[src/rtl/min_max_pkg.sv]
// Shared types and the LED bar decoder for the min/max ramp display.
package min_max_pkg;

  typedef enum logic [1:0] {
    COM_NORMAL = 2'b00,
    COM_LINEAR = 2'b01,
    COM_OFF    = 2'b10,
    COM_ON     = 2'b11
  } com_t;

  typedef enum logic [1:0] {
    IDLE      = 2'b00,
    RAMP_UP   = 2'b01,
    RAMP_DOWN = 2'b10
  } state_t;

  virtual class bar_c #(parameter int VALSIZE = 4);
    localparam int NLEDS = 2**VALSIZE;

    // Indices are widened by one bit so cur_v+1 never wraps into the bar.
    static function logic [NLEDS-1:0] bar_leds(input com_t com,
                                               input logic [VALSIZE-1:0] min_v,
                                               input logic [VALSIZE-1:0] max_v,
                                               input logic [VALSIZE-1:0] cur_v,
                                               input logic osc);
      logic [NLEDS-1:0] leds;
      logic [VALSIZE:0] idx;
      logic [VALSIZE:0] blink_lo;
      leds = '0;
      if (({1'b0, cur_v} + {{VALSIZE{1'b0}}, 1'b1}) > {1'b0, min_v}) begin
        blink_lo = {1'b0, cur_v} + {{VALSIZE{1'b0}}, 1'b1};
      end else begin
        blink_lo = {1'b0, min_v};
      end
      for (int i = 0; i < NLEDS; i++) begin
        idx = (VALSIZE+1)'(i);
        case (com)
          COM_NORMAL: begin
            if (idx >= {1'b0, min_v} && idx <= {1'b0, cur_v}) begin
              leds[i] = 1'b1;
            end else if (idx >= blink_lo && idx <= {1'b0, max_v}) begin
              leds[i] = osc;
            end else begin
              leds[i] = 1'b0;
            end
          end
          COM_LINEAR: leds[i] = (idx <= {1'b0, cur_v});
          COM_OFF:    leds[i] = 1'b0;
          COM_ON:     leds[i] = 1'b1;
          default:    leds[i] = 1'b0;
        endcase
      end
      return leds;
    endfunction
  endclass

endpackage

[src/rtl/min_max_osc_div.sv]
// Free-running blink oscillator: osc toggles every BLINK_DIV clock cycles.
module min_max_osc_div #(
  parameter int BLINK_DIV = 8
) (
  input  logic clk_i,
  input  logic rst_i,
  output logic osc_o
);

  localparam int CW = (BLINK_DIV > 1) ? $clog2(BLINK_DIV) : 1;
  localparam logic [CW-1:0] TERM = CW'(BLINK_DIV - 1);

  logic [CW-1:0] cnt_r;
  logic          osc_r;

  // Half-period counter and oscillator flip-flop.
  always_ff @(posedge clk_i or posedge rst_i) begin
    if (rst_i) begin
      cnt_r <= '0;
      osc_r <= 1'b0;
    end else if (cnt_r == TERM) begin
      cnt_r <= '0;
      osc_r <= ~osc_r;
    end else begin
      cnt_r <= cnt_r + 1'b1;
    end
  end

  assign osc_o = osc_r;

endmodule

[src/rtl/min_max_ramp_display.sv]
// Min/max LED bar with a ramped displayed value and blinking above-value zone.
// Build option MIN_MAX_EXT_OSC_EN: blink source comes from osc_i instead of the divider.
module min_max_ramp_display
  import min_max_pkg::*;
#(
  parameter int VALSIZE   = 4,
  parameter int STEP_DIV  = 4,
  parameter int BLINK_DIV = 8
) (
  input  logic                    clk_i,
  input  logic                    rst_i,
`ifdef MIN_MAX_EXT_OSC_EN
  input  logic                    osc_i,
`endif
  input  logic                    load_i,
  input  logic [1:0]              com_i,
  input  logic [VALSIZE-1:0]      min_i,
  input  logic [VALSIZE-1:0]      max_i,
  input  logic [VALSIZE-1:0]      val_i,
  output logic [2**VALSIZE-1:0]   leds_o,
  output logic                    busy_o,
  output logic                    err_o
);

  localparam int SW = (STEP_DIV > 1) ? $clog2(STEP_DIV) : 1;
  localparam logic [SW-1:0] STEP_TERM = SW'(STEP_DIV - 1);

  com_t                  com_r, com_s;
  logic [VALSIZE-1:0]    min_r, min_s, max_r, max_s, tgt_r, tgt_s, cur_r, cur_s;
  state_t                state_r, state_s;
  logic [SW-1:0]         step_r, step_s;
  logic                  err_r, err_s, busy_r, load_ok_s, osc_s;
  logic [2**VALSIZE-1:0] leds_r, leds_s;

`ifdef MIN_MAX_EXT_OSC_EN
  assign osc_s = osc_i;
`else
  min_max_osc_div #(.BLINK_DIV(BLINK_DIV)) u_osc_div (
    .clk_i (clk_i),
    .rst_i (rst_i),
    .osc_o (osc_s)
  );
`endif

  assign load_ok_s = (min_i <= max_i) && (min_i <= val_i) && (val_i <= max_i);

  // Ramp stepping, with a valid load overriding config, direction and step phase.
  always_comb begin
    com_s   = com_r;
    min_s   = min_r;
    max_s   = max_r;
    tgt_s   = tgt_r;
    cur_s   = cur_r;
    state_s = state_r;
    step_s  = step_r;
    err_s   = err_r;
    case (state_r)
      RAMP_UP, RAMP_DOWN: begin
        if (step_r == STEP_TERM) begin
          step_s = '0;
          cur_s  = (state_r == RAMP_UP) ? (cur_r + 1'b1) : (cur_r - 1'b1);
          if (cur_s == tgt_r) begin
            state_s = IDLE;
          end else begin
            state_s = state_r;
          end
        end else begin
          step_s = step_r + 1'b1;
        end
      end
      default: begin
        state_s = IDLE;
      end
    endcase
    if (load_i) begin
      if (load_ok_s) begin
        com_s  = com_t'(com_i);
        min_s  = min_i;
        max_s  = max_i;
        tgt_s  = val_i;
        cur_s  = cur_r;
        step_s = '0;
        err_s  = 1'b0;
        if (val_i > cur_r) begin
          state_s = RAMP_UP;
        end else if (val_i < cur_r) begin
          state_s = RAMP_DOWN;
        end else begin
          state_s = IDLE;
        end
      end else begin
        err_s = 1'b1;
      end
    end else begin
      err_s = err_r;
    end
  end

  // Bar decode from the current registers; registered one cycle later.
  always_comb begin
    leds_s = bar_c#(VALSIZE)::bar_leds(com_r, min_r, max_r, cur_r, osc_s);
  end

  // Configuration, ramp state and output registers.
  always_ff @(posedge clk_i or posedge rst_i) begin
    if (rst_i) begin
      com_r   <= COM_OFF;
      min_r   <= '0;
      max_r   <= '1;
      tgt_r   <= '0;
      cur_r   <= '0;
      state_r <= IDLE;
      step_r  <= '0;
      err_r   <= 1'b0;
      busy_r  <= 1'b0;
      leds_r  <= '0;
    end else begin
      com_r   <= com_s;
      min_r   <= min_s;
      max_r   <= max_s;
      tgt_r   <= tgt_s;
      cur_r   <= cur_s;
      state_r <= state_s;
      step_r  <= step_s;
      err_r   <= err_s;
      busy_r  <= (state_s != IDLE);
      leds_r  <= leds_s;
    end
  end

  assign leds_o = leds_r;
  assign busy_o = busy_r;
  assign err_o  = err_r;

endmodule

[config.mk]
export PLATFORM = sky130hd
export DESIGN_NAME = min_max_ramp_display
export DESIGN_NICKNAME = d
export VERILOG_FILES = /design/src/rtl/min_max_pkg.sv /design/src/rtl/min_max_osc_div.sv /design/src/rtl/min_max_ramp_display.sv
export SDC_FILE = /design/constraint.sdc
export NUM_CORES = 1
export LEC_CHECK = 0
export CAP_MARGIN = 20
export CORE_MARGIN = 8
export CORE_UTILIZATION = 52
export CTS_CLUSTER_DIAMETER = 60
export CTS_CLUSTER_SIZE = 14
export DETAILED_ROUTE_END_ITERATION = 10
export PLACE_DENSITY_LB_ADDON = 0.2
export REMOVE_ABC_BUFFERS = 1
export SLEW_MARGIN = 10
export SYNTH_ARGS = -nofsm -noshare
export SYNTH_HDL_FRONTEND = slang
export SYNTH_SLANG_ARGS = --single-unit
[constraint.sdc]
create_clock -name clk_i -period 2.9 [get_ports clk_i]
set_clock_uncertainty 0.05 [all_clocks]
set_input_delay 0.29 -clock clk_i [delete_from_list [all_inputs] [get_ports clk_i]]
set_output_delay 0.29 -clock clk_i [all_outputs]
set_load 0.01 [all_outputs]
Word-level counts from Yosys, hierarchy flattened
Cells that the tools add are included.
{ "totals": {"regBits": 44, "inputBits": 17, "out_inout_bits": 18, "elab_cells": 197} }
{ "classes": {"addsub": 5, "order_cmp": 67, "n_eq_ne": 9, "muxes": 67, "n_bitwise": 1, "reduce_logical": 36} }
{ "op_table": {"columns": ["op", "n"], "rows": [
  ["$le 4x4->1 const A", 16],
  ["$pmux 1 s4", 15],
  ["$ge 4x5->1 const A", 8],
  ["$mux 1", 33],
  ["$le 3x4->1 const A", 8],
  ["$logic_and 1x1->1", 31],
  ["$ge 4x4->1 const A", 7],
  ["$mux 2", 11],
  ["$ge 3x5->1 const A", 4],
  ["$mux 4", 5],
  ["$ge 3x4->1 const A", 4],
  ["$le 2x4->1 const A", 4],
  ["$le 4x4->1", 3],
  ["$ge 1x5->1 const A", 2],
  ["$ge 2x5->1 const A", 2],
  ["$eq 2x2->1 const B", 4],
  ["$ge 1x4->1 const A", 2],
  ["$ge 2x4->1 const A", 2],
  ["$le 1x4->1 const A", 2],
  ["$add 4x1->5 const B", 1],
  ["$gt 5x4->1", 1],
  ["$mux 5", 1],
  ["$add 4x1->4 const B", 1],
  ["$eq 2x1->1 const B", 2],
  ["other kinds (15)", 16]
]} }

Depth between registers and ports, before layout
{ "depth": {"word_depth": 9, "ltp_mapped": 11, "mapped_depth_nobuf": 9} }

Hierarchy
A second synthesis with hierarchy kept.
{ "unflattened": {"cells_unflattened": 327, "area_unflattened_um2": 3099.2} }
{ "modules_own_cells": {"columns": ["module", "instances", "cells_per_inst", "area_each_um2", "seq_area_each_um2"], "rows": [
  ["min_max_ramp_display", 1, 318, 2957.8, 1007.2],
  ["min_max_osc_div", 1, 9, 141.4, 100.1]
]} }

Worst setup path after synthesis
Ideal clock, no wire load.
{ "synth_timing": {"path_kind": "flip-flop to flip-flop", "start": "reg cur_r[0]", "end": "reg leds_r[5], in the netlist leds_o[5]", "setup_ns": 0.095, "arrival_ns": 2.667, "t_required_ns": 2.755, "slack_ns": 0.088, "stages_incl_launch_ff": 11, "n_path_buf": 2, "synth_period_minus_slack_ns": 2.812, "path_cell_list": "dfrtp_1 -> buf_2 -> inv_1 -> ha_1 -> ha_1 -> nand4b_1 -> and3_2 -> buf_2 -> o21ai_4 -> mux2_2 -> o31ai_1"} }
{ "synth_between": {"elab_chain_cells": 8, "word_cells_on_any_way": 10, "classes_between": "add/sub: 1; order compare: 3; mux: 4; reduce/logical: 2"} }
{ "synth_lines": {"columns": ["element", "line_no", "rtl"], "rows": [
  ["from (decl)", "min_max_ramp_display.sv:29", "logic [VALSIZE-1:0] min_r, min_s, max_r, max_s, tgt_r, tgt_s, cur_r, cur_s;"],
  ["from (signal assigned)", "min_max_ramp_display.sv:122", "cur_r <= cur_s;"],
  ["$add 4x1->5", "min_max_pkg.sv:30, min_max_pkg.sv:31", null],
  ["$gt 5x4->1", "min_max_pkg.sv:30", "if (({1'b0, cur_v} + {{VALSIZE{1'b0}}, 1'b1}) > {1'b0, min_v}) begin"],
  ["$mux 5", "min_max_pkg.sv:30", null],
  ["$ge 3x5->1", "min_max_pkg.sv:41", "end else if (idx >= blink_lo && idx <= {1'b0, max_v}) begin"],
  ["$logic_and 1x1->1", "min_max_pkg.sv:41", null],
  ["$mux 1", "min_max_pkg.sv:41", null],
  ["$mux 1", "min_max_pkg.sv:39", "if (idx >= {1'b0, min_v} && idx <= {1'b0, cur_v}) begin"],
  ["$pmux 1 s4 (*)", "min_max_pkg.sv:37", "case (com)"],
  ["net leds_s[5]", "min_max_ramp_display.sv:33", "logic [2**VALSIZE-1:0] leds_r, leds_s;"],
  ["to (signal assigned)", "min_max_ramp_display.sv:127", "leds_r <= leds_s;"],
  ["to (decl)", "min_max_ramp_display.sv:33", null]
]} }
The timed path passes the listed nets; every way through them passes the cells marked *.
A chain may end at the register's enable or synchronous reset.

Worst setup path after layout
{ "layout_timing": {"start": "reg cur_r[0]", "end": "reg leds_r[1], in the netlist leds_o[1]"} }
{ "layout_between": {"elab_chain_cells": 8, "word_cells_on_any_way": 10, "classes_between": "add/sub: 1; order compare: 3; mux: 4; reduce/logical: 2"} }
{ "layout_lines": {"columns": ["element", "line_no"], "rows": [
  ["$add 4x1->5", "min_max_pkg.sv:30, min_max_pkg.sv:31"],
  ["$gt 5x4->1", "min_max_pkg.sv:30"],
  ["$mux 5", "min_max_pkg.sv:30"],
  ["$ge 1x5->1", "min_max_pkg.sv:41"],
  ["$logic_and 1x1->1", "min_max_pkg.sv:41"],
  ["$mux 1", "min_max_pkg.sv:41"],
  ["$mux 1", "min_max_pkg.sv:39"],
  ["$pmux 1 s4 (*)", "min_max_pkg.sv:37"],
  ["net leds_s[1]", "min_max_ramp_display.sv:33"]
]} }
Marks and branches as above.

==> impl_metrics.ini <==
[clocking]
cts_buffers = 5
clkLatencyLatePin_ns = 0.31
cts_buffer_depth = 2
htree_levels = 2
cts_sinks = 44
cts_tree = done
clk_pin_slew_worst_paths_ns = 0.09
root_buffer = clkbuf_8

[placed_design]
gp_congestion = 0.925
dp_cells = 457
port_buffers = 34
dp_hpwl_um = 6450

[global_route]
track_usage_pct = 19.8
antenna_found_initial = 0
grt_pass1_wl_um = 14100
grt_max_degree = 45
overflow = 0
grt_pass1_vias = 2876

[floorplanning]
io_pins = 35
dieArea_sq_mm = 0.00909
initial_utilization_pct = 52.8
die_y_um = 95.3
num_rows = 29
core_sq_mm = 0.00620
die_w_um = 95.3

[logic_synthesis]
synth_edf_count = 0
synth.avg_cell_area_sq_um = 9.51
synth_top_cell_by_area = dfrtp_1
ys_seq_area_share_pct = 33.8
synth.distinct_cells = 62
synth-async-reset-ratio_pct = 100
synth_cells = 344
synth_seq_cells = 44
synthDominantCellAreaShare_pct = 29.8
synth_area_leaders = dfrtp_1 30%, ha_1 11%, mux2_4 4.6%, dfstp_2 4.0%, a21oi_1 3.2%
yosysWarnings = 0
syn_area_sq_mm = 0.00327
synthFlopType = dfrtp_1

[worst_setup_path]
critPathLaunchType = register
reg2reg_slack_ns = 0.15
r2r_end = leds_o[1]
path_class = reg2reg
critPathRequiredTime_ns = 3.04
rr_worst_depth = 9
reg2reg_from = cur_r[0]
cp-end-kind = register
crit_fanout = 9
cp.arrival_ns = 2.89
startpoint = cur_r[0]
cp-endpoint = leds_o[1]

[timing]
rsz0062_at_grt = false
relSlewSlack_pct = 62.7
fmax_mhz = 363
tightestPinTransition_ns = 0.560
drv_slew = 0
fin_tns_setup_ns = 0
setup_viol = 0
finalWorstPathRequiredPeriod_ns = 2.75
min_period_over_period_pct = 94.9
hold_viol = 0

[cells_and_area]
final_cell_mix = 39 x dfrtp_1, 34 x clkdlybuf4s50_1, 29 x ha_1
area_delta_synth_final_pct = 19.3
final_cells = 466
final_common_cell = dfrtp_1
drive_above_1_share_pct = 16.7
final_nets = 434
antenna_cells = 0

[drt]
drtPass1Iterations = 5
drt-total-wl_um = 8590
top_layer_used = met4
first_iter_violations = 291
wl_met1_um = 3610
vias_per_cell = 6.11
drtAntennaViolNets = 0
wl_per_cell_um = 18.4
wl_met2_um = 4180
vias = 2847
wl_met3_um = 571
route.detailed.drc = 0

[flow_run]
drv_cap = 0

[status]
status = finished, final reports clean

[power_and_ir_drop]
cellPowerDensity_mw_per_mm2 = 994
cellLeakagePower_nw = 1.70
max-vdd-ir-drop_v = 0.000455

[worst_hold_path]
hold_path.class = in2async
## where the power goes
group	switching, mW	leakage, nW	internal [mW]
logic	1.23	1.10	1.07
clock network	0.241	0.0548	0.260
registers	0.222	0.538	0.859
## worst max-delay path, stage by stage (launching register included)
cell	delay, ns
dfrtp_1	0.38
buf_4	0.21
nand3_1	0.10
xnor2_1	0.25
ha_1	0.33
a21oi_1	0.21
nand3_1	0.19
a21oi_4	0.29
o211ai_1	0.24
o31ai_1	0.39
## synth_stat cells, drive strengths merged, types with 2 or more instances
cell	number
dfstp	5
a21oi	22
o22ai	9
mux2	19
nor2b	3
xor2	4
mux2i	10
and3b	3
a2111oi	4
o221ai	2
or3	2
a211oi	4
ha	29
a31oi	4
inv	21
xnor2	8
o211ai	3
o31ai	3
and2	3
nand3	10
o32ai	3
nand4	5
clkbuf	9
dfrtp	39
nand3b	3
and3	2
o21a	8
o21ai	20
nand2b	2
nor4	5
nor3	13
nand2	12
nor2	25
buf	13
o21bai	2
o2bb2ai	2
## metrics by stage
| stage | utilization, % | setup WS [ns] | total power, mW | cell area, sq um | hold WS (ns) |
|---|---|---|---|---|---|
| floorplan | - | 0.0964 | 2.42 | 3140 | 0.353 |
| global placement | 60.8 | 0.0998 | 3.27 | 3770 | 0.370 |
| detailed placement | 60.8 | -0.000209 | 3.32 | 3770 | 0.371 |
| CTS | 62.7 | 0.118 | 3.82 | 3890 | 0.390 |
| global route | 63.0 | 0.0129 | 4.11 | 3910 | 0.418 |
| finish | 63.0 | 0.147 | 3.88 | 3910 | 0.356 |
## state kept, by name, indices dropped and copies added, names as in the netlist, 2 cells and up
signal	cells
com_r	2
cur_r	4
leds_o	16
max_r	4
min_r	4
state_r	2
step_r	2
tgt_r	4
u_osc_div.cnt_r	3
## worst min-delay path by stage
stage / cells past startpoint / start / slack (ns) / to
5_1_grt: 1 / u_osc_div.cnt_r[0] / 0.42 / u_osc_div.cnt_r[0]
2_1_floorplan: 1 / u_osc_div.cnt_r[0] / 0.35 / u_osc_div.cnt_r[0]
3_3_place_gp: 1 / u_osc_div.cnt_r[0] / 0.37 / u_osc_div.cnt_r[0]
6_report: 3 / rst_i / 0.36 / busy_o
4_1_cts: 3 / rst_i / 0.39 / leds_o[6]
3_5_place_dp: 1 / u_osc_div.cnt_r[0] / 0.37 / u_osc_div.cnt_r[0]
## layout make-up
| type | instances | area (sq um) |
|---|---|---|
| Fill cell | 539 | 2300 |
| Multi-Input combinational cell | 257 | 1960 |
| Tap cell | 77 | 96.3 |
| Clock buffer | 5 | 68.8 |
| Inverter | 21 | 82.6 |
| Sequential cell | 44 | 1110 |
| Timing Repair Buffer | 59 | 541 |
| Clock inverter | 3 | 46.3 |
## kinds of logic after synthesis
group,Yosys count,share of synthesized area (%)
AO/OA/AOI/OAI,95,19.9
AND/OR/NAND/NOR,92,14.9
flip-flops,44,33.8
buffers and inverters,43,6.38
multiplexers,29,10.7
adder cells (fa/ha/maj),29,11.1
XOR/XNOR,12,3.21
## routing by layer
metal	global-route usage, %	up-vias
li1	-	1350
met1	23.9	1353
met2	33.8	114
met3	3.62	30
met4	8.45	0
met5	0	-
## timing repair
item,4_1_cts,5_1_grt
endpoints found under the hold margin,0,0
hold buffers,0,0
endpoints found under the setup margin,0,5
resized for setup,0,2
setup buffers,0,1
Power figures use the tool's default switching activity.
==> variant: new RTL, same settings <==
Build with the macro `MIN_MAX_EXT_OSC_EN` defined.
--- a/src/rtl/min_max_ramp_display.sv
+++ b/src/rtl/min_max_ramp_display.sv
@@ -1,5 +1,7 @@
 // Min/max LED bar with a ramped displayed value and blinking above-value zone.
 // Build option MIN_MAX_EXT_OSC_EN: blink source comes from osc_i instead of the divider.
+`define MIN_MAX_EXT_OSC_EN
+
 module min_max_ramp_display
   import min_max_pkg::*;
 #(
Ports: changed (added osc_i); port bits go from 35 to 36. No check against the original RTL was run, so the function may have changed too.
==> variant against the unedited design <==
  * Sequential cell count fell by 4
  * Worst hold slack improved by 0.012 ns
  * Synthesized area fell by 9.6%
  * Cell area fell by 9.8%
  * Via count fell by 8.2%
  * Worst setup slack improved by 0.017 ns
  * Wire length fell by 12%
  * Largest power group unchanged
  * Power rose by 5.4%
==> variant: results (changes against the unedited design) <==
Placed design
  – Dpl ws: 0.122 ns (was -0.000209 ns)
  – Placed Area: 0.00343 mm2 (was 0.00377 mm2)
  – RePlAce Congestion: 0.945 (was 0.925)
  – PortBufs: 35 (was 34)
  – Post-DP HPWL: 5.76 mm (was 6.45 mm)
  – Placed cells: 422 (was 457)

Detailed routing
  – Met2 routed WL: 3.56 mm (was 4.18 mm)
  – Met3 WL: 408 um (was 571 um)
  – Final WL: 7.52 mm (was 8.59 mm)
  – Via/cell ratio: 6.08 (was 6.11)
  – Uppermost layer routed: met4 (unchanged)
  – Met1 WL: 3.30 mm (was 3.61 mm)
  – Initial DRC Count: 307 (was 291)
  – Total iterations of the first detailed-routing run: 7 (was 5)
  – Routed vias: 2613 (was 2847)

Power and ir drop
  – Lkg Pwr: 1.55 nW (was 1.70 nW)
  – Clock network power share: 9.4% (was 12.9%)
  – Flop+latch power: 1.09 mW
  – Pint: 2.22 mW (was 2.19 mW)
  – Clock Power: 0.386 mW (was 0.501 mW)
  – Max IR drop VDD: 0.000512 V (was 0.000455 V)

Outcome
  – Status: complete, no violations (unchanged)

Final layout
  – Share of cells above drive strength 1: 15.4% (was 16.7%)
  – Layout Nets: 402 (was 434)
  – Diode count: 0 (unchanged)
  – Max FFs per register: 16 (unchanged)

Global routing
  – Gr usage total: 18.9% (was 19.8%)
  – M2 GR Usage: 31.3% (was 33.8%)
  – Initial antenna violation count: 0 (unchanged)
  – First-pass GRT wire length: 13.1 mm (was 14.1 mm)
  – Vias in the first global route: 2739 (was 2876)
  – Largest net degree at the start of global routing: 41 (was 45)
  – Met1 Usage GRT: 22.7% (was 23.9%)
  – Met3 Usage GRT: 3.62% (about the same)

Clock network
  – CTS max path bufs: 2 (unchanged)
  – Cts bufs inserted: 5 (unchanged)
  – Clock latency at the later pin of the worst-skew pair: 0.29 ns (was 0.31 ns)
  – Clock slew seen by the registers of the worst setup and hold paths: roughly 0.080 ns
  – Number of gates resized after cts: 0 (unchanged)
  – H-tree depth: 2 (unchanged)
  – Post-CTS setup buffers: 0 (unchanged)

Yosys
  – Dominant synthesized flop cell: dfrtp_1 (unchanged)
  – Sequential fraction of the synthesis area: 34.1% (was 33.8%)
  – Syn_area_per_cell: 9.30 um2 (was 9.51 um2)
  – Fraction of registers with async set/reset: 100% (unchanged)
  – Yosys cell types: 66 (was 62)
  – Synth top area cells: dfrtp_1 (30%), ha_1 (11%), mux2_2 (4.6%) (was dfrtp_1 (30%), ha_1 (11%), mux2_4 (4.6%))
  – Commonest cells post-synth: dfrtp_1 (35), ha_1 (27), a21oi_1 (26), nand2_1 (26), inv_1 (21) (was dfrtp_1 (39), ha_1 (29), nor2_1 (24))

Critical path
  – Critical path class: flop to flop (unchanged)
  – CP Max Fanout: 10 (was 9)
  – R2R Path Start: cur_r[1] (was cur_r[0])
  – Worst endpoint data arrival time: 2.90 ns (was 2.89 ns)

Hold path
  – Path type of the worst min-delay path: input port to asynchronous set/reset pin (unchanged)

Timing
  – Max transition margin: 60.1% (was 62.7%)
  – Max-slew violation count: 0 (unchanged)
-- variant: cell types whose count changed after synthesis, sizes merged, moves of 4 or more --
| cell | unedited run | this run |
|---|---|---|
| nand2 | 12 | 28 |
| a21oi | 22 | 27 |
| o21a | 8 | 2 |
| buf | 13 | 7 |
| nor2 | 25 | 15 |
| nor3 | 13 | 5 |
| nand3 | 10 | 5 |
| a2111oi | 4 | 0 |
| dfrtp | 39 | 35 |
-- variant: final timing paths --
| kind | slack, ns | depth (start not counted) | end |
|---|---|---|---|
| setup / recovery | 0.16 | 9 | leds_o[4] |
| hold / removal | 0.37 | 3 | leds_o[4] |
| setup reg to reg | 0.16 | 9 | leds_o[4] |
| hold reg to reg | 0.47 | 1 | err_o |
| max in group asynchronous | 2.06 | 3 | cur_r[1] |
| min in group clk_i | 0.47 | 1 | err_o |
-- variant: cells by family after synthesis --
group | count (synthesis) | synth area share, %
AOI/OAI and AO/OA | 90 | 20.8
and+or+nand+nor | 84 | 15.1
DFF | 40 | 34.1
buffers and inverters | 39 | 5.16
adders and majority gates | 27 | 11.4
muxes | 25 | 9.69
xor gates and xnor gates | 13 | 3.85
-- variant: worst max-delay path: stages (launching register included) --
cell and delay (ns):
dfrtp_2 0.47, and3_1 0.27, xnor2_1 0.18, ha_1 0.36, and4b_4 0.26, a211oi_4 0.06, nor2_4 0.29, mux2i_4 0.34
o2111ai_2 0.18, o22ai_1 0.20
-- variant: layout make-up --
class / count / area (um2)
inverters: 22 / 82.6
multi-input cells: 239 / 1800
clock buffers: 8 / 90.1
flip-flops and latches: 40 / 1010
well taps: 72 / 90.1
fillers: 470 / 1980
repair buffers: 49 / 455
